===== src/rtl/mips_decode_queue_if.sv =====
// Fetch-to-decode and decode-to-EX handshake bundle for mips_decode_queue.
// slave is the queue side, master is the fetch/EX side that drives it.
interface mips_decode_queue_if #(
  parameter int PC_WIDTH = 64
);
  logic                in_valid;
  logic                in_ready;
  logic [PC_WIDTH-1:0] in_pc;
  logic [31:0]         in_inst;
  logic                out_valid;
  logic                out_ready;
  logic [PC_WIDTH-1:0] out_pc;
  logic [31:0]         out_inst;
  logic                out_ri;
  logic                out_writeenable;
  logic                out_rd_src;
  logic [1:0]          out_alu_src2;
  logic [1:0]          out_load_type;
  logic [1:0]          out_store_type;
  logic [1:0]          out_branch;
  logic [1:0]          out_jump;

  modport slave (
    input  in_valid, in_pc, in_inst, out_ready,
    output in_ready, out_valid, out_pc, out_inst, out_ri, out_writeenable,
           out_rd_src, out_alu_src2, out_load_type, out_store_type,
           out_branch, out_jump
  );

  modport master (
    output in_valid, in_pc, in_inst, out_ready,
    input  in_ready, out_valid, out_pc, out_inst, out_ri, out_writeenable,
           out_rd_src, out_alu_src2, out_load_type, out_store_type,
           out_branch, out_jump
  );
endinterface


===== src/rtl/mips_decode_queue.sv =====
// Instruction queue + MIPS decoder. Fetched {pc, inst} pairs are buffered in a
// DEPTH-entry FIFO; the head is decoded combinationally and captured into a
// registered control bundle offered to EX with valid/ready.
module mips_decode_queue #(
  parameter int DEPTH        = 4,
  parameter int PC_WIDTH     = 64,
  parameter bit ENABLE_64    = 1'b1,
  parameter int RI_CNT_WIDTH = 16
) (
  input  logic                    clock,
  input  logic                    reset,
  input  logic                    flush,
  mips_decode_queue_if.slave      bus,
  output logic [$clog2(DEPTH):0]  count,
  output logic [RI_CNT_WIDTH-1:0] ri_count
);
  localparam int AW = $clog2(DEPTH);
  localparam int CW = AW + 1;

  // opcode / funct encodings (mips_define)
  localparam logic [5:0] OP_SPECIAL = 6'h00, OP_J     = 6'h02, OP_BEQ   = 6'h04,
                         OP_BNE     = 6'h05, OP_ADDI  = 6'h08, OP_ADDIU = 6'h09,
                         OP_SLTI    = 6'h0A, OP_SLTIU = 6'h0B, OP_ORI   = 6'h0D,
                         OP_XORI    = 6'h0E, OP_LUI   = 6'h0F, OP_DADDI = 6'h18,
                         OP_DADDIU  = 6'h19, OP_LB    = 6'h20, OP_LW    = 6'h23,
                         OP_LBU     = 6'h24, OP_LWU   = 6'h27, OP_SB    = 6'h28,
                         OP_SW      = 6'h2B, OP_BC    = 6'h32, OP_LD    = 6'h37,
                         OP_SD      = 6'h3F;
  localparam logic [5:0] FN_SLL  = 6'h00, FN_SRL  = 6'h02, FN_JR    = 6'h08,
                         FN_ADD  = 6'h20, FN_ADDU = 6'h21, FN_SUB   = 6'h22,
                         FN_SUBU = 6'h23, FN_AND  = 6'h24, FN_OR    = 6'h25,
                         FN_XOR  = 6'h26, FN_NOR  = 6'h27, FN_SLT   = 6'h2A,
                         FN_SLTU = 6'h2B, FN_DADD = 6'h2C, FN_DADDU = 6'h2D,
                         FN_DSUB = 6'h2E, FN_DSLL = 6'h38, FN_DSRL  = 6'h3A,
                         FN_DSLL32 = 6'h3C, FN_DSRL32 = 6'h3E;

  typedef struct packed {
    logic       ri;
    logic       we;
    logic       rd_src;
    logic [1:0] alu_src2;
    logic [1:0] load_type;
    logic [1:0] store_type;
    logic [1:0] branch;
    logic [1:0] jump;
  } ctrl_t;

  logic [PC_WIDTH-1:0] pc_mem   [DEPTH];
  logic [31:0]         inst_mem [DEPTH];
  logic [AW-1:0]       wr_ptr, rd_ptr;
  logic                push, load, dw;
  logic [31:0]         head_inst;
  logic [5:0]          op, fn;
  ctrl_t               dec, ctrl_q;

  // in_ready depends only on registered occupancy, never on out_ready
  assign bus.in_ready = (count != CW'(DEPTH));
  assign push         = bus.in_valid && bus.in_ready && !flush;
  assign load         = (count != '0) && (!bus.out_valid || bus.out_ready) && !flush;
  assign head_inst    = inst_mem[rd_ptr];
  assign op           = head_inst[31:26];
  assign fn           = head_inst[5:0];

  // decode the FIFO head; doubleword ops collapse to RI when 64-bit is off
  always_comb begin
    dec = '0;
    dw  = 1'b0;
    if (head_inst != 32'h0) begin
      case (op)
        OP_SPECIAL: case (fn)
          FN_ADD, FN_ADDU, FN_SUB, FN_SUBU, FN_AND, FN_OR, FN_XOR, FN_NOR,
          FN_SLT, FN_SLTU, FN_SLL, FN_SRL:             dec.we = 1'b1;
          FN_DADD, FN_DADDU, FN_DSUB, FN_DSLL, FN_DSRL,
          FN_DSLL32, FN_DSRL32:                        begin dec.we = 1'b1; dw = 1'b1; end
          FN_JR:                                       dec.jump = 2'b10;
          default:                                     dec.ri = 1'b1;
        endcase
        OP_ADDI, OP_ADDIU, OP_SLTI, OP_SLTIU: begin
          dec.we = 1'b1; dec.rd_src = 1'b1; dec.alu_src2 = 2'b01;
        end
        OP_DADDI, OP_DADDIU: begin
          dec.we = 1'b1; dec.rd_src = 1'b1; dec.alu_src2 = 2'b01; dw = 1'b1;
        end
        OP_ORI, OP_XORI: begin
          dec.we = 1'b1; dec.rd_src = 1'b1; dec.alu_src2 = 2'b10;
        end
        OP_LUI: begin dec.we = 1'b1; dec.rd_src = 1'b1; end
        OP_LB, OP_LBU: begin
          dec.we = 1'b1; dec.rd_src = 1'b1; dec.alu_src2 = 2'b01; dec.load_type = 2'b01;
        end
        OP_LW: begin
          dec.we = 1'b1; dec.rd_src = 1'b1; dec.alu_src2 = 2'b01; dec.load_type = 2'b10;
        end
        OP_LWU: begin
          dec.we = 1'b1; dec.rd_src = 1'b1; dec.alu_src2 = 2'b01; dec.load_type = 2'b10;
          dw = 1'b1;
        end
        OP_LD: begin
          dec.we = 1'b1; dec.rd_src = 1'b1; dec.alu_src2 = 2'b01; dec.load_type = 2'b11;
          dw = 1'b1;
        end
        OP_SB:  begin dec.alu_src2 = 2'b01; dec.store_type = 2'b01; end
        OP_SW:  begin dec.alu_src2 = 2'b01; dec.store_type = 2'b10; end
        OP_SD:  begin dec.alu_src2 = 2'b01; dec.store_type = 2'b11; dw = 1'b1; end
        OP_BEQ: dec.branch = 2'b01;
        OP_BNE: dec.branch = 2'b10;
        OP_BC:  dec.branch = 2'b11;
        OP_J:   dec.jump   = 2'b01;
        default: dec.ri = 1'b1;
      endcase
      if (dw && !ENABLE_64) begin
        dec    = '0;
        dec.ri = 1'b1;
      end
    end
  end

  // FIFO storage; contents need no reset, pointers/count gate visibility
  always_ff @(posedge clock) begin
    if (push) begin
      pc_mem[wr_ptr]   <= bus.in_pc;
      inst_mem[wr_ptr] <= bus.in_inst;
    end
  end

  // FIFO pointers and occupancy; flush empties the queue
  always_ff @(posedge clock or posedge reset) begin
    if (reset) begin
      wr_ptr <= '0;
      rd_ptr <= '0;
      count  <= '0;
    end else if (flush) begin
      wr_ptr <= '0;
      rd_ptr <= '0;
      count  <= '0;
    end else begin
      if (push) wr_ptr <= wr_ptr + AW'(1);
      if (load) rd_ptr <= rd_ptr + AW'(1);
      count <= count + CW'(push) - CW'(load);
    end
  end

  // output bundle register: load on pop, hold while stalled
  always_ff @(posedge clock or posedge reset) begin
    if (reset) begin
      bus.out_valid <= 1'b0;
      bus.out_pc    <= '0;
      bus.out_inst  <= '0;
      ctrl_q        <= '0;
    end else if (flush) begin
      bus.out_valid <= 1'b0;
    end else if (load) begin
      bus.out_valid <= 1'b1;
      bus.out_pc    <= pc_mem[rd_ptr];
      bus.out_inst  <= head_inst;
      ctrl_q        <= dec;
    end else if (bus.out_ready) begin
      bus.out_valid <= 1'b0;
    end
  end

  // saturating count of RI bundles accepted by EX; only reset clears it
  always_ff @(posedge clock or posedge reset) begin
    if (reset)
      ri_count <= '0;
    else if (bus.out_valid && bus.out_ready && ctrl_q.ri && (ri_count != '1))
      ri_count <= ri_count + RI_CNT_WIDTH'(1);
  end

  assign bus.out_ri          = ctrl_q.ri;
  assign bus.out_writeenable = ctrl_q.we;
  assign bus.out_rd_src      = ctrl_q.rd_src;
  assign bus.out_alu_src2    = ctrl_q.alu_src2;
  assign bus.out_load_type   = ctrl_q.load_type;
  assign bus.out_store_type  = ctrl_q.store_type;
  assign bus.out_branch      = ctrl_q.branch;
  assign bus.out_jump        = ctrl_q.jump;
endmodule


===== src/flat_wrapper.sv =====
// flat-port wrapper written by rule: the top's interface ports become plain ports
module mips_decode_queue_flat 
#(
  parameter int DEPTH        = 4,
  parameter int PC_WIDTH     = 64,
  parameter bit ENABLE_64    = 1'b1,
  parameter int RI_CNT_WIDTH = 16
)
  (clock, reset, flush, count, ri_count, bus_in_valid, bus_in_pc, bus_in_inst, bus_out_ready, bus_in_ready, bus_out_valid, bus_out_pc, bus_out_inst, bus_out_ri, bus_out_writeenable, bus_out_rd_src, bus_out_alu_src2, bus_out_load_type, bus_out_store_type, bus_out_branch, bus_out_jump);
  mips_decode_queue_if #(.PC_WIDTH(PC_WIDTH)) bus_i ();
  input  logic clock;
  input  logic reset;
  input  logic flush;
  output logic [$clog2(DEPTH):0] count;
  output logic [RI_CNT_WIDTH-1:0] ri_count;
  input wire logic [$bits(bus_i.in_valid)-1:0] bus_in_valid;
  input wire logic [$bits(bus_i.in_pc)-1:0] bus_in_pc;
  input wire logic [$bits(bus_i.in_inst)-1:0] bus_in_inst;
  input wire logic [$bits(bus_i.out_ready)-1:0] bus_out_ready;
  output wire logic [$bits(bus_i.in_ready)-1:0] bus_in_ready;
  output wire logic [$bits(bus_i.out_valid)-1:0] bus_out_valid;
  output wire logic [$bits(bus_i.out_pc)-1:0] bus_out_pc;
  output wire logic [$bits(bus_i.out_inst)-1:0] bus_out_inst;
  output wire logic [$bits(bus_i.out_ri)-1:0] bus_out_ri;
  output wire logic [$bits(bus_i.out_writeenable)-1:0] bus_out_writeenable;
  output wire logic [$bits(bus_i.out_rd_src)-1:0] bus_out_rd_src;
  output wire logic [$bits(bus_i.out_alu_src2)-1:0] bus_out_alu_src2;
  output wire logic [$bits(bus_i.out_load_type)-1:0] bus_out_load_type;
  output wire logic [$bits(bus_i.out_store_type)-1:0] bus_out_store_type;
  output wire logic [$bits(bus_i.out_branch)-1:0] bus_out_branch;
  output wire logic [$bits(bus_i.out_jump)-1:0] bus_out_jump;
  assign bus_i.in_valid = bus_in_valid;
  assign bus_i.in_pc = bus_in_pc;
  assign bus_i.in_inst = bus_in_inst;
  assign bus_i.out_ready = bus_out_ready;
  assign bus_in_ready = bus_i.in_ready;
  assign bus_out_valid = bus_i.out_valid;
  assign bus_out_pc = bus_i.out_pc;
  assign bus_out_inst = bus_i.out_inst;
  assign bus_out_ri = bus_i.out_ri;
  assign bus_out_writeenable = bus_i.out_writeenable;
  assign bus_out_rd_src = bus_i.out_rd_src;
  assign bus_out_alu_src2 = bus_i.out_alu_src2;
  assign bus_out_load_type = bus_i.out_load_type;
  assign bus_out_store_type = bus_i.out_store_type;
  assign bus_out_branch = bus_i.out_branch;
  assign bus_out_jump = bus_i.out_jump;
  mips_decode_queue #(.DEPTH(DEPTH), .PC_WIDTH(PC_WIDTH), .ENABLE_64(ENABLE_64), .RI_CNT_WIDTH(RI_CNT_WIDTH)) u_core (.clock(clock), .reset(reset), .flush(flush), .bus(bus_i), .count(count), .ri_count(ri_count));
endmodule

===== config.mk =====
export PLATFORM = sky130hd
export DESIGN_NAME = mips_decode_queue_flat
export DESIGN_NICKNAME = d
export VERILOG_FILES = /design/src/rtl/mips_decode_queue_if.sv /design/src/rtl/mips_decode_queue.sv /design/src/flat_wrapper.sv
export SDC_FILE = /design/constraint.sdc
export NUM_CORES = 1
export LEC_CHECK = 0
export CAP_MARGIN = 30
export CORE_MARGIN = 2
export CORE_UTILIZATION = 40
export CTS_BUF_LIST = sky130_fd_sc_hd__clkbuf_4 sky130_fd_sc_hd__clkbuf_8
export CTS_CLUSTER_DIAMETER = 50
export DETAILED_ROUTE_END_ITERATION = 6
export DONT_BUFFER_PORTS = 1
export GPL_ROUTABILITY_DRIVEN = 0
export GPL_TIMING_DRIVEN = 0
export PLACE_DENSITY_LB_ADDON = 0.08
export SLEW_MARGIN = 25
export SYNTH_ARGS = -nofsm -noshare
export SYNTH_HDL_FRONTEND = slang
export SYNTH_SLANG_ARGS = --single-unit

===== constraint.sdc =====
create_clock -name clock -period 3.8 [get_ports clock]
set_input_delay 0 -clock clock [delete_from_list [all_inputs] [get_ports clock]]
set_output_delay 0 -clock clock [all_outputs]
set_load 0.02 [all_outputs]

==> reports/results.tsv, run 1 <==
metric	value	unit
status	finished clean	
Final Skew	0.0174	ns
first-pass GRT wire length	68100	um
clock root cell	clkbuf_8	
Clock Pin Slew Worst Setup and Hold Paths	0.06	ns
Total Wirelength	45100	um
Clock Latency Late Sink	0.67	ns
area share of xor/xnor cells in the synthesized design	0.00983	
1st-pass router iterations	4	
number of global-route vias before repair	11200	
die height	225	um
Arrival @ worst endpoint	3.85	ns
Core Region	0.0486	mm2
worst slew pin tran	0.884	ns
minimum clock period	3.33	ns
post-CTS setup buffer count	0	
TritonCTS Buffers	88	
MaxCap Viol Count	0	
GRT Resource Usage Total	0.181	
Clock Tree Buf Depth	3	
Setup crit end kind	register	
Internal Power	11.0	mW
Async S/R FF share, synth	0.257	
Buf/Inv on CP	3	
RSZ-0062 raised after global routing	no	
Initial Util	0.403	
H-tree depth	3	
EDFF count, synth	384	
startpoint types	register	
Net Sw Frac	0.329	
largest stage delay on the critical path	0.52	ns
largest net degree at the start of global routing	89	
DRT iter0 DRCs	702	
relative slew slack	0.411	
crit-path max FO	16	
Adder-Cell Fraction of Synth Area	0.00549	
post-route insts no fill	2056	
combinational power share	0.206	
DPL Wire Length	27900	um
# setup viols final	0	
Clk pwr share	0.298	
sequential-to-total area share from yosys stat	0.758	
Avg WL per Cell	22.0	um
Top-Level Pins	231	
die area	0.0508	mm2
placed insts	1771	
sequence of cells on the critical path	nor3_1 -> a21oi_1 -> nand2b_1 -> clkinvlp_4 -> ha_1 -> inv_1 -> ha_1 -> inv_1 -> fa_1 -> xor2_1 -> xnor2_1 -> nor2_1	
Max VDD drop	0.362	mV
Mapped Area	0.0196	mm2
leading register cell type out of synthesis	edfxtp_1	
die width	225	um
PortBufs	0	
Compound-Gate Fraction of Synth Area	0.0138	
Final Hold Fails	0	
commonest non-fill, non-tap cell in the layout	edfxtp_1	
post-route worst setup slack	0.469	ns
critical path required time	4.32	ns
Place WS	0.134	ns
Lkg Pwr	8.70	nW
P_sw	5.42	mW
clock sink total	517	
antenna violations before repair	8	
Setup crit start	u_core.count[1]	
Mapped Nets	1249	
worst hold-check path type	in2reg	
Post-DRT Antenna Nets	0	
share of cells above drive strength 1	0.206	
PD cells	697	mW/mm2
sequential share of power	0.495	
Layout fillers	4202	
nets@finish	1466	
DRC Markers	0	
slowest stage cell, crit path	clkinvlp_4	
Vias	10500	
Post-Syn Area per Cell	17.2	um2
FF-to-FF Start	u_core.count[1]	
vias per cell	5.10	
Distinct cells, synth	54	
Tcrit/Tclk final	0.877	
worst hold start	bus_in_inst[14]	
#FFs+latches synth	517	
commonest non-fill, non-tap cells in the layout	384 x edfxtp_1, 314 x nand2_1, 133 x dfrtp_1, 118 x dlygate4sd3_1, 98 x clkbuf_8	
Peak Freq	300	MHz
Max Slew Vio Count	0	
largest family of logic cells by synthesized area	multiplexers	
Synth Instances	1140	
synthesis-to-layout area growth	20.5	%
post-synthesis simple-gate area fraction	0.0832	
crit-path leading delay family	adder cells	
Warnings, synthesis	0	
Setup CP Type	reg2reg	
CTS tree	done	
Rows	81	
total global routing overflow	0	
mux share of post-synthesis cell area	0.113	
repair_timing:
item / in CTS / in global routing
setup endpoints to repair: 0 / 1
hold buffers: 119 / 0
hold endpoints to repair: 540 / 0
gates resized for setup: 0 / 1
final timing paths:
kind / endpoint / slack, ns / cells after the start
setup reg to reg: u_core.count[2] / 0.47 / 12
max in group asynchronous: u_core.bus.out_pc[25] / 2.85 / 4
hold reg to reg: u_core.bus.out_inst[26] / 0.62 / 2
hold / removal: u_core.inst_mem[1][14] / 0.06 / 1
min in group asynchronous: u_core.bus.out_inst[3] / 0.47 / 4
setup / recovery: u_core.count[2] / 0.47 / 12
cell type report:
type	count	area [um2]	share of cell area
Inverter	14	63.8	0.00270
Timing Repair Buffer	128	1450	0.0613
Tap cell	622	778	0.0329
Multi-Input combinational cell	558	4420	0.187
Clock buffer	132	1600	0.0679
Antenna cell	4	10.0	0.000424
Clock inverter	31	153	0.00646
Sequential cell	517	14900	0.629
Buffer	50	280	0.0119
power by group through the flow:
stage                     clock [mW]  sequential (mW)  combinational, mW
after floorplan                    0             8.06               2.42
after global placement             0             8.29               3.27
after detailed placement           0             8.28               3.33
after CTS                       5.08             8.18               3.49
after global routing            5.32             8.26               3.81
final                           4.91             8.16               3.40
state kept, by name, indices dropped and copies added, names as in the netlist:
register / flops
u_core.bus.out_branch: 2
u_core.count: 3
u_core.bus.out_store_type: 2
u_core.rd_ptr: 2
u_core.pc_mem: 256
u_core.wr_ptr: 2
u_core.ri_count: 16
u_core.bus.out_load_type: 2
u_core.bus.out_alu_src2: 2
u_core.inst_mem: 128
u_core.bus.out_valid: 1
u_core.bus.out_ri: 1
u_core.bus.out_inst: 32
u_core.bus.out_rd_src: 1
u_core.bus.out_pc: 64
u_core.bus.out_jump: 2
u_core.bus.out_writeenable: 1
synthesized netlist by cell type (all sizes together), types with 7 or more instances:
cell / n / area, um2
edfxtp: 384 / 11500
nand2: 314 / 1180
dfrtp: 133 / 3330
mux4: 96 / 2170
clkbuf: 26 / 97.6
buf: 25 / 185
nor2: 16 / 67.6
o21ai: 15 / 75.1
xnor2: 14 / 123
inv: 13 / 48.8
nand3: 11 / 60.1
xor2: 8 / 70.1
ha: 7 / 87.6
nor3: 7 / 35.0
per-stage QoR:
stage	setup TNS (ns)	cell area, um2	power [mW]	util	hold WS, ns
floorplan	0	19600	10.5	-	0.0989
global placement	-389.61	20400	11.6	0.419	0.0990
detailed placement	0	20600	11.6	0.424	-0.105
CTS	0	23600	16.8	0.485	0.000793
global route	0	23600	17.4	0.486	0.0212
finish	0	23600	16.5	0.486	0.0567
cells by family after synthesis:
family	count (synthesis)
mux	100
buf+inv	65
fa+ha+maj	8
flops	517
simple gates	387
xor+xnor	22
compound gates	41
metal layers:
layer	global-route usage	vias up	routed length (um)
li1	-	4709	-
met1	0.234	5403	19400
met2	0.289	277	21500
met3	0.0619	80	3160
met4	0.0585	8	980
met5	0	-	55
Note: power is estimated with default switching activity, not from simulation.
==> run 2: changes to the inputs <==
--- a/config.mk
+++ b/config.mk
@@ -14,7 +14,6 @@
 export DONT_BUFFER_PORTS = 1
 export GPL_ROUTABILITY_DRIVEN = 0
 export GPL_TIMING_DRIVEN = 0
-export PLACE_DENSITY_LB_ADDON = 0.08
 export SLEW_MARGIN = 25
 export SYNTH_ARGS = -nofsm -noshare
 export SYNTH_HDL_FRONTEND = slang
==> run 2 against run 1 <==
  * Total power is 2.7% higher
  * Largest power group unchanged
  * Core utilization is 0.80 points higher
  * Final cell count is 1.1% higher
  * Clock skew is 0.010 ns higher
  * Hold slack better by 0.0028 ns
  * Combinational power hardly changed
  * Critical path depth is 1 higher
==> reports/results.tsv, run 2 (synthesis results as in run 1) <==
metric	value	unit	change
MaxCap Viol Count	0		unchanged
Tcrit/Tclk final	0.897		+0.0199
max reg flops	256		unchanged
minimum clock period	3.41	ns	+0.0758 ns
number of global-route vias before repair	11100		-0.83%
commonest non-fill, non-tap cells in the layout	384 x edfxtp_1, 314 x nand2_1, 136 x dlygate4sd3_1, 133 x dfrtp_1, 103 x clkbuf_8		
clock sink total	517		unchanged
clock root cell	clkbuf_8		
post-CTS setup buffer count	0		unchanged
die area	0.0508	mm2	unchanged
nets@finish	1486		+1.4%
Rows	81		unchanged
Clock Pin Slew Worst Setup and Hold Paths	0.06	ns	about the same
worst hold-check path type	in2reg		
Place WS	0.309	ns	+0.175 ns
Lkg Pwr	8.87	nW	+2.1%
RSZ-0062 raised after global routing	no		
DRT iter0 DRCs	674		-4.0%
1st-pass router iterations	7		+3
Total Wirelength	43500	um	-3.6%
largest net degree at the start of global routing	78		-12%
Top Usage Layer GRT	met2		
PD cells	704	mW/mm2	+1.0%
Post-DP Area	0.0207	mm2	+0.15%
critical path required time	4.30	ns	-0.02 ns
# setup viols final	0		unchanged
post-route worst setup slack	0.393	ns	-0.0758 ns
CTS tree	done		
die width	225	um	unchanged
PortBufs	0		unchanged
total global routing overflow	0		unchanged
Setup CP Type	reg2reg		
Vias	10600		+1.4%
final setup TNS	0	ns	unchanged
status	finished clean		
hold slack	0.0595	ns	+0.00283 ns
vias per cell	5.11		+0.29%
GRT Resource Usage Total	0.174		-0.00699
Final Skew	0.0277	ns	+0.0103 ns
TritonCTS Buffers	87		-1.1%
Final Hold Fails	0		unchanged
commonest non-fill, non-tap cell in the layout	edfxtp_1		
largest registers	u_core.pc_mem x256, u_core.inst_mem x128, u_core.bus.out_pc x64		
share of cells above drive strength 1	0.206		about the same
crit-path max FO	10		-6
first-pass GRT wire length	66100	um	-2.9%
Global Route met1 Usage	0.216		-0.0175
Initial Util	0.403		unchanged
Setup crit end kind	register		
design area	0.0240	mm2	+1.6%
met3 Use GR	0.0566		-0.00535
Clock Latency Late Sink	0.66	ns	about the same
startpoint types	register		
Core Region	0.0486	mm2	unchanged
Peak Freq	294	MHz	-2.2%
Arrival @ worst endpoint	3.91	ns	+0.06 ns
die height	225	um	unchanged
relative slew slack	0.443		+0.0321
H-tree depth	3		unchanged
DPL Wire Length	27000	um	-3.5%
met2 usage in global routing	0.289		+0.000398
Post-DRT Antenna Nets	0		unchanged
Max Slew Vio Count	0		unchanged
Clock Tree Buf Depth	3		unchanged
synthesis-to-layout area growth	22.4	%	
Most flops, register	u_core.pc_mem		
DRC Markers	0		unchanged
antenna violations before repair	8		unchanged
worst slew pin tran	0.835	ns	-0.0482 ns
Avg WL per Cell	20.9	um	-4.6%
Max VDD drop	0.423	mV	+17%
Top-Level Pins	231		unchanged
-- run 2: cell types whose count changed in the layout (fill, tap and decap cells not counted), sizes merged --
cell / previous run / this run
buf: 35 / 37
bufinv: 0 / 5
diode: 4 / 7
clkinv: 27 / 17
clkbuf: 157 / 163
dlygate4sd3: 118 / 136
inv: 13 / 15
clkinvlp: 5 / 1
-- run 2: cell type report --
type,instances,area [um2]
clock buffer,137,1670
inverter,14,60.1
timing repair buffer,148,1660
fill,4093,24600
tap,622,778
clock inverter,24,255
multi-input combinational,558,4420
sequential,517,14900
buffer,51,284
antenna,7,17.5
-- run 2: what timing repair did --
action	CTS	global route
hold buffers	137	0
endpoints found under the hold margin	573	0
resized for setup	0	0
-- run 2: per-stage QoR --
stage	power [mW]	instances	util
2_1_floorplan	10.5	1140	-
6_report	16.9	2078	0.494
3_5_place_dp	11.6	1773	0.425
3_3_place_gp	11.5	1762	0.419
4_1_cts	17.2	2071	0.493
5_1_grt	17.8	2077	0.493
-- run 2: path summary, 6_finish.rpt --
kind	start	end	slack (ns)	cells after the start
setup / recovery	u_core.count[1]	u_core.count[2]	0.39	13
hold / removal	bus_in_pc[25]	u_core.pc_mem[0][25]	0.06	1
setup reg to reg	u_core.count[1]	u_core.count[2]	0.39	13
hold reg to reg	u_core.bus.out_pc[2]	u_core.bus.out_pc[2]	0.62	2
max in group asynchronous	reset	u_core.bus.out_inst[4]	2.90	4
min in group asynchronous	reset	u_core.bus.out_rd_src	0.50	4
-- run 2: power by group --
group | internal (mW) | leakage (nW) | switching [mW] | total, mW
Clock | 3.15 | 1.03 | 2.21 | 5.35
Sequential | 6.92 | 5.17 | 1.24 | 8.16
Combinational | 1.46 | 2.67 | 1.94 | 3.40
-- run 2: per-layer routing --
metal  routed length, um  part of all wire  up-vias
li1                    -                 -     4773
met1               17900              0.41     5478
met2               21600              0.50      283
met3                2910             0.067       82
met4                1090             0.025        4
met5                  24           0.00055        -
-- run 2: critical path, stage by stage (launching register included) --
cell	delay (ns)
dfrtp_1	0.52
nor3_1	0.33
a21oi_1	0.14
nand2b_1	0.17
clkinv_1	0.42
clkbuf_1	0.39
ha_1	0.35
inv_1	0.06
ha_1	0.13
inv_1	0.05
fa_1	0.37
xor2_1	0.16
xnor2_1	0.14
nor2_1	0.05
==> run 3: changes to the inputs <==
--- a/config.mk
+++ b/config.mk
@@ -6,6 +6,8 @@
 export NUM_CORES = 1
 export LEC_CHECK = 0
 export CAP_MARGIN = 30
+export CELL_PAD_IN_SITES_DETAIL_PLACEMENT = 0
+export CELL_PAD_IN_SITES_GLOBAL_PLACEMENT = 1
 export CORE_MARGIN = 2
 export CORE_UTILIZATION = 40
 export CTS_BUF_LIST = sky130_fd_sc_hd__clkbuf_4 sky130_fd_sc_hd__clkbuf_8
@@ -14,6 +16,7 @@
 export DONT_BUFFER_PORTS = 1
 export GPL_ROUTABILITY_DRIVEN = 0
 export GPL_TIMING_DRIVEN = 0
+export PLACE_DENSITY_LB_ADDON = 0.1
 export SLEW_MARGIN = 25
 export SYNTH_ARGS = -nofsm -noshare
 export SYNTH_HDL_FRONTEND = slang
==> run 3 against run 2 <==
  * Clock power shrank 3%
  * Global-route usage grew 0.97 points
  * Clock skew is essentially flat
  * Core utilization shrank 0.46 points
  * First-iteration DRC count shrank 2.8%
  * Flip-flop and latch count is the same
  * Wire length grew 4.9%
  * Fmax grew 0.80%
  * Critical endpoint unchanged
==> reports/results.tsv, run 3 (synthesis results as in run 1) <==
metric	value	unit	change
# setup viols final	0		unchanged
GRT Resource Usage Total	0.184		+0.00974
relative slew slack	0.415		-0.0285
largest registers	u_core.pc_mem x256, u_core.inst_mem x128, u_core.bus.out_pc x64		
Clock Pin Slew Worst Setup and Hold Paths	0.06	ns	about the same
worst slew pin tran	0.878	ns	+0.0428 ns
Total Wirelength	45600	um	+4.9%
sequence of cells on the critical path	nor3_1 -> a21oi_1 -> nand2b_1 -> clkinv_1 -> clkbuf_1 -> ha_1 -> inv_1 -> ha_1 -> inv_1 -> fa_1 -> xor2_1 -> xnor2_1 -> nor2_1		
PD cells	705	mW/mm2	about the same
Final Hold Fails	0		unchanged
placed insts	1771		-0.11%
Initial Util	0.403		unchanged
DPL Wire Length	29100	um	+7.8%
Tcrit/Tclk final	0.889		-0.00711
die area	0.0508	mm2	unchanged
combinational power share	0.202		about the same
Arrival @ worst endpoint	3.89	ns	-0.02 ns
DRC Markers	0		unchanged
RSZ-0062 raised after global routing	no		
Clock Latency Late Sink	0.66	ns	about the same
number of global-route vias before repair	11300		+1.2%
startpoint types	register		
Top-Level Pins	231		unchanged
hold path cells	1		unchanged
antenna violations before repair	6		-2
Most flops, register	u_core.pc_mem		
Peak Freq	296	MHz	+0.80%
critical path required time	4.31	ns	about the same
post-CTS sizing	0		unchanged
Lkg Pwr	8.79	nW	-1.0%
P_sw	5.46	mW	+1.2%
Net Sw Frac	0.326		+0.00671
H-tree depth	3		unchanged
worst hold-check path type	in2reg		
sequential share of power	0.488		+0.006
hold slack	0.0636	ns	+0.00402 ns
status	finished clean		
final setup TNS	0	ns	unchanged
slowest stage cell, crit path	dfrtp_1		
minimum clock period	3.38	ns	-0.0270 ns
clock root cell	clkbuf_8		
nets@finish	1475		-0.74%
Reg2Reg Depth	13		unchanged
Rows	81		unchanged
Max Slew Vio Count	0		unchanged
final core utilization	0.489		-0.00455
TritonCTS Buffers	90		+3.4%
first-pass GRT wire length	69200	um	+4.7%
largest net degree at the start of global routing	72		-7.7%
post-route insts no fill	2065		-0.63%
PortBufs	0		unchanged
Setup crit end kind	register		
Max VDD drop	0.357	mV	-15%
Setup CP Type	reg2reg		
total power	16.8	mW	-0.90%
vias per cell	5.07		-0.72%
die width	225	um	unchanged
Clock Tree Buf Depth	3		unchanged
largest stage delay on the critical path	0.51	ns	about the same
post-route worst setup slack	0.420	ns	+0.0270 ns
Clk pwr share	0.310		-0.006
die height	225	um	unchanged
CTS tree	done		
Place WS	0.311	ns	+0.00185 ns
synthesis-to-layout area growth	21.3	%	
max reg flops	256		unchanged
Layout fillers	4207		+2.8%
Post-DP Area	0.0206	mm2	-0.15%
clock sink total	517		unchanged
commonest non-fill, non-tap cell in the layout	edfxtp_1		
1st-pass router iterations	4		-3
MaxCap Viol Count	0		unchanged
commonest non-fill, non-tap cells in the layout	384 x edfxtp_1, 314 x nand2_1, 133 x dfrtp_1, 124 x dlygate4sd3_1, 101 x clkbuf_8		
Internal Power	11.3	mW	-1.9%
design area	0.0238	mm2	-0.92%
DRT iter0 DRCs	655		-2.8%
share of cells above drive strength 1	0.208		+0.00184
Vias	10500		-1.3%
Post-DRT Antenna Nets	0		unchanged
Core Region	0.0486	mm2	unchanged
crit-path max FO	10		unchanged
Final Skew	0.0273	ns	-0.000420 ns
total global routing overflow	0		unchanged
Avg WL per Cell	22.1	um	+5.5%
## run 3: changes by cell type in the layout (fill, tap and decap cells not counted), moves of 3 or more
cell / before / now
bufinv_16: 5 / 1
clkbuf_4: 34 / 45
clkinv_2: 10 / 6
diode_2: 7 / 2
clkinv_1: 6 / 9
dlygate4sd3_1: 136 / 124
inv_6: 1 / 4
## run 3: worst max-delay path: cells and delay by family (launching register included)
family | cells | cell delay [ns]
flops | 1 | 0.51
xor+xnor | 2 | 0.30
simple gates | 3 | 0.62
fa+ha+maj | 3 | 0.86
compound gates | 1 | 0.16
buf+inv | 4 | 0.80
## run 3: per-layer routing
metal | wire length (um) | vias to the layer above | GRT usage
met1 | 18800 | 5414 | 0.231
met5 | 55 | - | 0
met2 | 23100 | 242 | 0.307
li1 | - | 4733 | -
met4 | 1010 | 8 | 0.0562
met3 | 2710 | 81 | 0.0565
## run 3: layout make-up
class	count	area, um2	area share
Clock inverter	21	141	0.00594
Antenna cell	2	5.00	0.000210
Sequential cell	517	14900	0.625
Timing Repair Buffer	134	1510	0.0634
Buffer	51	284	0.0119
Inverter	14	60.1	0.00252
Multi-Input combinational cell	558	4420	0.186
Tap cell	622	778	0.0327
Clock buffer	146	1730	0.0726
## run 3: timing repair
item	4_1_cts	5_1_grt
setup buffers	0	0
endpoints found under the setup margin	0	0
hold buffers	125	0
endpoints found under the hold margin	540	0
## run 3: path summary, 6_finish.rpt
check	startpoint	to	slack (ns)
max	u_core.count[1]	u_core.count[2]	0.42
min	bus_in_inst[24]	u_core.inst_mem[3][24]	0.06
max reg2reg	u_core.count[1]	u_core.count[2]	0.42
min reg2reg	u_core.bus.out_inst[1]	u_core.bus.out_inst[1]	0.62
max in group asynchronous	reset	u_core.bus.out_inst[13]	2.93
min in group asynchronous	reset	u_core.bus.out_pc[19]	0.51
## run 3: power by group through the flow
stage / clock [mW] / combinational, mW / sequential (mW)
floorplan: 0 / 2.42 / 8.06
global placement: 0 / 3.26 / 8.33
detailed placement: 0 / 3.32 / 8.31
CTS: 5.36 / 3.49 / 8.21
global route: 5.62 / 3.81 / 8.28
finish: 5.20 / 3.39 / 8.18
